`src/rtl/tdm_demux4_if.sv`:
```
// Serial slot link between the 4:1 TDM mux and the demultiplexer.
// The master drives one slot sample per valid beat; sync marks slot 0.
interface tdm_demux4_if #(
  parameter int WIDTH = 1
);
  logic [WIDTH-1:0] din;
  logic             din_valid;
  logic             sync;

  modport master (output din, output din_valid, output sync);
  modport slave  (input  din, input  din_valid, input  sync);
endinterface

```
`src/rtl/tdm_demux4.sv`:
```
// Recovers channels A..D from a slot-interleaved stream, checking frame
// alignment against the sync marker and emitting each complete frame in parallel.
module tdm_demux4 #(
  parameter int WIDTH = 1
) (
  input  logic             clk,
  input  logic             rst,
  tdm_demux4_if.slave      link,
  input  logic             err_clr,
  output logic [WIDTH-1:0] A,
  output logic [WIDTH-1:0] B,
  output logic [WIDTH-1:0] C,
  output logic [WIDTH-1:0] D,
  output logic             S1,
  output logic             S0,
  output logic             frame_valid,
  output logic             locked,
  output logic             sync_err
);

  typedef enum logic {IDLE = 1'b0, RUN = 1'b1} state_t;

  state_t           state_reg, state_next;
  logic [1:0]       slot_reg, slot_next;
  logic [WIDTH-1:0] shadow_reg [0:2];
  logic [WIDTH-1:0] shadow_next [0:2];
  logic [WIDTH-1:0] chan_reg [0:3];
  logic [WIDTH-1:0] chan_next [0:3];
  logic             fv_reg, fv_next;
  logic             err_reg, err_next;
  logic             err_set;

  always_ff @(posedge clk or posedge rst) begin
    if (rst) begin
      state_reg <= IDLE;
      slot_reg  <= 2'd0;
      fv_reg    <= 1'b0;
      err_reg   <= 1'b0;
      for (int i = 0; i < 3; i++) shadow_reg[i] <= '0;
      for (int i = 0; i < 4; i++) chan_reg[i] <= '0;
    end else begin
      state_reg <= state_next;
      slot_reg  <= slot_next;
      fv_reg    <= fv_next;
      err_reg   <= err_next;
      for (int i = 0; i < 3; i++) shadow_reg[i] <= shadow_next[i];
      for (int i = 0; i < 4; i++) chan_reg[i] <= chan_next[i];
    end
  end

  always_comb begin
    state_next = state_reg;
    slot_next  = slot_reg;
    fv_next    = 1'b0;
    err_set    = 1'b0;
    for (int i = 0; i < 3; i++) shadow_next[i] = shadow_reg[i];
    for (int i = 0; i < 4; i++) chan_next[i] = chan_reg[i];

    if (link.din_valid) begin
      case (state_reg)
        IDLE: begin
          if (link.sync) begin
            shadow_next[0] = link.din;
            slot_next      = 2'd1;
            state_next     = RUN;
          end
        end
        RUN: begin
          if (slot_reg == 2'd0) begin
            if (link.sync) begin
              shadow_next[0] = link.din;
              slot_next      = 2'd1;
            end else begin
              // Lost alignment: drop the beat and hunt for the next marker.
              err_set    = 1'b1;
              state_next = IDLE;
              slot_next  = 2'd0;
            end
          end else if (link.sync) begin
            // Early marker aborts the partial frame and restarts at slot 0.
            err_set        = 1'b1;
            shadow_next[0] = link.din;
            slot_next      = 2'd1;
          end else if (slot_reg == 2'd3) begin
            chan_next[0] = shadow_reg[0];
            chan_next[1] = shadow_reg[1];
            chan_next[2] = shadow_reg[2];
            chan_next[3] = link.din;
            slot_next    = 2'd0;
            fv_next      = 1'b1;
          end else begin
            if (slot_reg == 2'd1) shadow_next[1] = link.din;
            else                  shadow_next[2] = link.din;
            slot_next = slot_reg + 2'd1;
          end
        end
        default: state_next = IDLE;
      endcase
    end

    // A new error on the same edge as err_clr keeps the flag set.
    err_next = err_set | (err_reg & ~err_clr);
  end

  assign A           = chan_reg[0];
  assign B           = chan_reg[1];
  assign C           = chan_reg[2];
  assign D           = chan_reg[3];
  assign S1          = slot_reg[1];
  assign S0          = slot_reg[0];
  assign frame_valid = fv_reg;
  assign locked      = (state_reg == RUN);
  assign sync_err    = err_reg;

endmodule
```
`src/flat_wrapper.sv`:
```
// flat-port wrapper written by rule: the top's interface ports become plain ports
module tdm_demux4_flat 
#(
  parameter int WIDTH = 1
)
  (clk, rst, err_clr, A, B, C, D, S1, S0, frame_valid, locked, sync_err, link_din, link_din_valid, link_sync);
  tdm_demux4_if #(.WIDTH(WIDTH)) link_i ();
  input  logic clk;
  input  logic rst;
  input  logic err_clr;
  output logic [WIDTH-1:0] A;
  output logic [WIDTH-1:0] B;
  output logic [WIDTH-1:0] C;
  output logic [WIDTH-1:0] D;
  output logic S1;
  output logic S0;
  output logic frame_valid;
  output logic locked;
  output logic sync_err;
  input wire logic [$bits(link_i.din)-1:0] link_din;
  input wire logic [$bits(link_i.din_valid)-1:0] link_din_valid;
  input wire logic [$bits(link_i.sync)-1:0] link_sync;
  assign link_i.din = link_din;
  assign link_i.din_valid = link_din_valid;
  assign link_i.sync = link_sync;
  tdm_demux4 #(.WIDTH(WIDTH)) u_core (.clk(clk), .rst(rst), .link(link_i), .err_clr(err_clr), .A(A), .B(B), .C(C), .D(D), .S1(S1), .S0(S0), .frame_valid(frame_valid), .locked(locked), .sync_err(sync_err));
endmodule
```
`config.mk`:
```
export PLATFORM = sky130hd
export DESIGN_NAME = tdm_demux4_flat
export DESIGN_NICKNAME = d
export VERILOG_FILES = /design/src/rtl/tdm_demux4_if.sv /design/src/rtl/tdm_demux4.sv /design/src/flat_wrapper.sv
export SDC_FILE = /design/constraint.sdc
export NUM_CORES = 1
export LEC_CHECK = 0
export ABC_AREA = 1
export BUFFER_PORTS_ARGS = -buffer_cell sky130_fd_sc_hd__buf_2
export CORE_MARGIN = 5
export CORE_UTILIZATION = 40
export DETAILED_ROUTE_END_ITERATION = 10
export PLACE_DENSITY_LB_ADDON = 0.12
export SETUP_SLACK_MARGIN = 0.02
export SKIP_CTS_REPAIR_TIMING = 1
export SYNTH_ARGS = -nofsm -noshare
export SYNTH_HDL_FRONTEND = slang
export SYNTH_SLANG_ARGS = --single-unit
```
`constraint.sdc`:
```
create_clock -name clk -period 1.5 [get_ports clk]
set_input_delay 0 -clock clk [delete_from_list [all_inputs] [get_ports clk]]
set_output_delay 0 -clock clk [all_outputs]
set_load 0.01 [all_outputs]
```
==> results of run 1 <==
stage by stage:
stage               utilization (%)  instance area (um2)
floorplan                         -                  606
global placement               47.3                  696
detailed placement             47.3                  696
CTS                            49.7                  732
global route                   51.1                  752
finish                         51.1                  752
cell families after synthesis:
family	share of synthesized area, %
buffers and inverters	7.23
AOI/OAI and AO/OA	3.93
and+or+nand+nor	28.9
DFF	49.6
adders and majority gates	10.3
worst max path at each step:
stage                                        start                   end  slack, ns  depth (start not counted)
floorplan           u_core.slot_reg[1]$_DFFE_PP0P_  u_core.B$_DFFE_PP0P_       0.29                          6
global placement    u_core.slot_reg[0]$_DFFE_PP0P_  u_core.D$_DFFE_PP0P_       0.25                          6
detailed placement  u_core.slot_reg[0]$_DFFE_PP0P_  u_core.D$_DFFE_PP0P_       0.23                          6
CTS                 u_core.slot_reg[0]$_DFFE_PP0P_  u_core.D$_DFFE_PP0P_       0.21                          6
global route        u_core.slot_reg[0]$_DFFE_PP0P_  u_core.A$_DFFE_PP0P_       0.11                          6
finish              u_core.slot_reg[0]$_DFFE_PP0P_  u_core.D$_DFFE_PP0P_       0.23                          6
final cells by class:
class | count | area share (%)
tap | 16 | 2.66
inverter | 11 | 5.82
clock buffer | 4 | 4.83
timing repair buffer | 16 | 12.0
sequential | 12 | 39.9
multi-input combinational | 44 | 34.8
where the power goes:
group / switching (mW) / total (mW) / internal, mW
registers: 0.0834 / 0.517 / 0.434
clock network: 0.107 / 0.255 / 0.147
logic: 0.310 / 0.513 / 0.203
total: 0.501 / 1.28 / 0.784
cell usage after synthesis:
cell | n | area (um2)
nand3_1 | 4 | 20.0
o21ai_1 | 1 | 5.00
ha_1 | 5 | 62.6
nor2_1 | 2 | 7.51
o22ai_1 | 1 | 6.26
nand3_4 | 1 | 17.5
nand2_2 | 1 | 6.26
nand2_1 | 20 | 75.1
inv_4 | 1 | 6.26
nand4_1 | 6 | 37.5
inv_1 | 10 | 37.5
dfrtp_1 | 12 | 300
nor2_4 | 1 | 11.3
o21ai_0 | 1 | 5.00
o21bai_1 | 1 | 7.51
worst max-delay path: stages, from the launching register on:
cell     delay (ns)
dfrtp_1        0.42
inv_1          0.10
ha_1           0.23
nor2_4         0.19
nand3_4        0.12
nand2_1        0.07
nand2_1        0.04
metal layers:
layer | share of wire [%] | GRT usage, % | up-vias | wire length [um]
met5 | 0 | 0 | - | 0
met4 | 1.1 | 5.38 | 0 | 12
met3 | 4.6 | 3.36 | 2 | 52
met2 | 40 | 13.0 | 8 | 451
met1 | 54 | 14.6 | 195 | 605
li1 | - | - | 258 | -
==> impl_metrics.tcl, run 1 <==
set metrics [dict create \
    status "finished, violations left" \
    violations "hold timing" \
    dpl.cell_count 97 \
    fin_crit_sh_pct 84.7 \
    hpwl_um 864 \
    worstHoldPathCells 3 \
    synth_area_um2 606 \
    place_ws_ns 0.230 \
    vdd_drop_max_uv 684 \
    cap_violations 0 \
    start_util_pct 41.2 \
    largest_reg_flops 3 \
    regToRegEndpoint "u_core.D$_DFFE_PP0P_" \
    die-area_um2 2390 \
    area_growth_pct 24.2 \
    leakage_nw 0.429 \
    tightestPinTransition_ns 0.451 \
    whs_ns -0.0223 \
    synth_cell_types 15 \
    seq_area_frac_synth_pct 49.6 \
    worst-path-max-fanout 7 \
    hold_end "u_core.shadow_reg[2]$_DFFE_PP0P_" \
    path_class "reg2reg" \
    clkTransAtPathRegs_ns 0.08 \
    multi_input_area_um2 262 \
    ys_warn_count 0 \
    n_antenna_cell 0 \
    row_count 14 \
    rsz0062_at_grt "no" \
    detail-route-antenna-nets 0 \
    fillers 153 \
    netlist_instances 67 \
    setup_viol 0 \
    final_nets 99 \
    maxSlewHeadroom_pct 69.9 \
    final_common_cell "nand2_1" \
    avgRoutedWirePerCell_um 10.9 \
    hp-class "in2reg" \
    syn_nets 78 \
    gp_congestion 0.777 \
    cts_max_level 1 \
    r2r_cells 6 \
    wirelength_um 1120 \
    antenna_found_initial 0 \
    final_cells 103 \
    max_freq_mhz 787 \
    drt_first_iter_violations 14 \
    grt_pass1_wl_um 1890 \
    core_um2 1470 \
    finalWorstSetupSlack_ns 0.230 \
    drive_gt1_share_pct 25.3 \
    slew_viol_final 0 \
    cp-start-kind "flip-flop" \
    die_x_um 48.9 \
    drc_errors 0 \
    clock_latency_ns 0.27 \
    cts_tree "yes" \
    register_area_um2 300 \
    p_per_area_nw_per_um2 1710 \
    skew_ns 0.00336 \
    vias 463 \
    cts_sinks 12 \
    report.power.total_mw 1.28 \
    fin_crit_ns 1.27 \
    cts_made_buffers 3 \
    clock_path_buffers 2 \
    hp-start "link_din" \
    synth-seq-cells 12 \
    grt_pass1_vias 413 \
    overflow 0 \
    hold_viol 2 \
    final_cell_mix "nand2_1 (20), buf_2 (14), dfrtp_1 (12)" \
    cts-root-buf "clkbuf_4" \
    firstDrtPassIters 4 \
    reg2reg_slack_ns 0.23 \
    port_buffers 14 \
    fp.dieH_um 48.9 \
    setup_tns_ns 0 \
    regToRegStartpoint "u_core.slot_reg[0]$_DFFE_PP0P_" \
    grtUsageTotal_pct 10.1 \
    cp.required_ns 1.66 \
    end_kind "flip-flop" \
    grt_max_degree 13 \
    vias_per_cell 4.50 \
    critical_path_arrival_ns 1.43 \
    synth_area_per_cell_um2 9.04 \
    top_level_ports 15 \
]
(Power assumes the default switching activity.)
==> inputs of run 2 (changes only) <==
==> constraint.sdc (replaced) <==
create_clock -name clk -period 1.3 [get_ports clk]
set_input_delay 0 -clock clk [delete_from_list [all_inputs] [get_ports clk]]
set_output_delay 0 -clock clk [all_outputs]
set_load 0.01 [all_outputs]
==> run 2 against run 1 <==
Compared with the run above: the run still ends with hold timing left; utilization increased by 1.3 points; non-clock buffer count unchanged; combinational power increased by 23%; via count unchanged; design area increased by 2.5%; count of clock-buffer cells in the layout unchanged; critical path depth unchanged; register-to-register slack got worse by 0.13 ns; wire length increased by 0.53%; critical path type unchanged; highest routed layer unchanged.
==> impl_metrics.tcl, run 2 (synthesis gave the netlist of run 1 again) <==
set metrics [dict create \
    drive_gt1_share_pct 32.2 \
    place_area_um2 696 \
    n_antenna_cell 0 \
    cap_violations 0 \
    fp.dieH_um 48.9 \
    port_buffers 14 \
    path_common_cell "nand2_1" \
    design_area_um2 771 \
    detail-route-antenna-nets 0 \
    die-area_um2 2390 \
    row_count 14 \
    cts-root-buf "clkbuf_4" \
    drc_errors 0 \
    fin_crit_sh_pct 92.2 \
    cts_made_buffers 3 \
    worst-path-max-fanout 7 \
    setup_viol 0 \
    end_kind "flip-flop" \
    cp-start-kind "flip-flop" \
    hpwl_um 864 \
    skew_ns 0.00555 \
    whs_ns -0.0255 \
    rsz0062_at_grt "no" \
    max_freq_mhz 834 \
    avgRoutedWirePerCell_um 11.0 \
    antenna_found_initial 0 \
    r2r_cells 6 \
    cts_tree "yes" \
    vias_per_cell 4.50 \
    cts_sinks 12 \
    grtUsageTotal_pct 10.1 \
    clock_path_buffers 2 \
    critical_path_arrival_ns 1.36 \
    top_level_ports 15 \
    hp-class "in2reg" \
    cts_max_level 1 \
    clock_latency_ns 0.27 \
    firstDrtPassIters 4 \
    slowest_delay_ns 0.42 \
    status "finished, violations left" \
    gp_congestion 0.777 \
    final_cell_mix "nand2_1 (19), buf_2 (14), dfrtp_1 (11)" \
    setup_tns_ns 0 \
    final_common_cell "nand2_1" \
    slew_viol_final 0 \
    grt_pass1_vias 413 \
    reg2reg_slack_ns 0.10 \
    start_util_pct 41.2 \
    hold_viol 2 \
    grt_max_degree 13 \
    cp.required_ns 1.46 \
    core_um2 1470 \
    violations "hold timing" \
    wirelength_um 1130 \
    p_per_area_nw_per_um2 1990 \
    critPathSlowestCell "dfrtp_2" \
    die_x_um 48.9 \
    path_class "reg2reg" \
    maxSlewHeadroom_pct 69.9 \
    tightestPinTransition_ns 0.451 \
    vdd_drop_max_uv 814 \
    area_growth_pct 27.3 \
    final_nets 99 \
    vias 463 \
    drt_first_iter_violations 6 \
    overflow 0 \
    crit_chain "inv_2 -> ha_4 -> nor2_4 -> nand3_4 -> nand2_1 -> nand2_1" \
    largest_reg_flops 3 \
    worstHoldPathCells 3 \
    leakage_nw 0.427 \
    clkTransAtPathRegs_ns 0.08 \
    grt_pass1_wl_um 1890 \
    fin_crit_ns 1.20 \
]
## run 2: routing by layer
metal | vias to the layer above | global-route usage, % | wire (um)
met2 | 8 | 13.0 | 450
li1 | 261 | - | -
met3 | 2 | 3.36 | 52
met5 | - | 0 | 0
met4 | 0 | 5.38 | 12
met1 | 192 | 14.6 | 612
## run 2: final cells by class
class / count / area (um2)
fillers: 152 / 701
flip-flops and latches: 12 / 302
multi-input cells: 44 / 279
repair buffers: 16 / 90.1
inverters: 11 / 43.8
clock buffers: 4 / 36.3
well taps: 16 / 20.0
## run 2: per-stage QoR
stage	util, %	hold WS [ns]	std cells	power (mW)	setup slack (ns)
2_1_floorplan	-	-0.135	67	1.01	0.0858
3_3_place_gp	47.3	0.0382	97	1.20	0.0513
3_5_place_dp	47.3	0.0364	97	1.20	0.0298
4_1_cts	49.7	-0.257	101	1.50	0.0123
5_1_grt	52.4	0.0114	103	1.68	0.0232
6_report	52.4	-0.0255	103	1.54	0.101
## run 2: power by group
group,leakage [nW],switching (mW),internal (mW)
registers,0.152,0.103,0.503
clock network,0.0210,0.127,0.170
logic,0.254,0.371,0.260
## run 2: worst paths after layout
check	start	endpoint
max reg2reg	u_core.slot_reg[0]$_DFFE_PP0P_	u_core.D$_DFFE_PP0P_
min in group asynchronous	rst	u_core.sync_err$_DFF_PP0_
max	u_core.slot_reg[0]$_DFFE_PP0P_	u_core.D$_DFFE_PP0P_
min	link_din	u_core.shadow_reg[2]$_DFFE_PP0P_
min reg2reg	u_core.D$_DFFE_PP0P_	u_core.D$_DFFE_PP0P_
max in group asynchronous	rst	u_core.slot_reg[0]$_DFFE_PP0P_
## run 2: critical path, delay by kind of cell (launching register included)
kind / cells / cell delay [ns]
simple gates: 4 / 0.43
flops: 1 / 0.42
fa+ha+maj: 1 / 0.17
buf+inv: 1 / 0.07
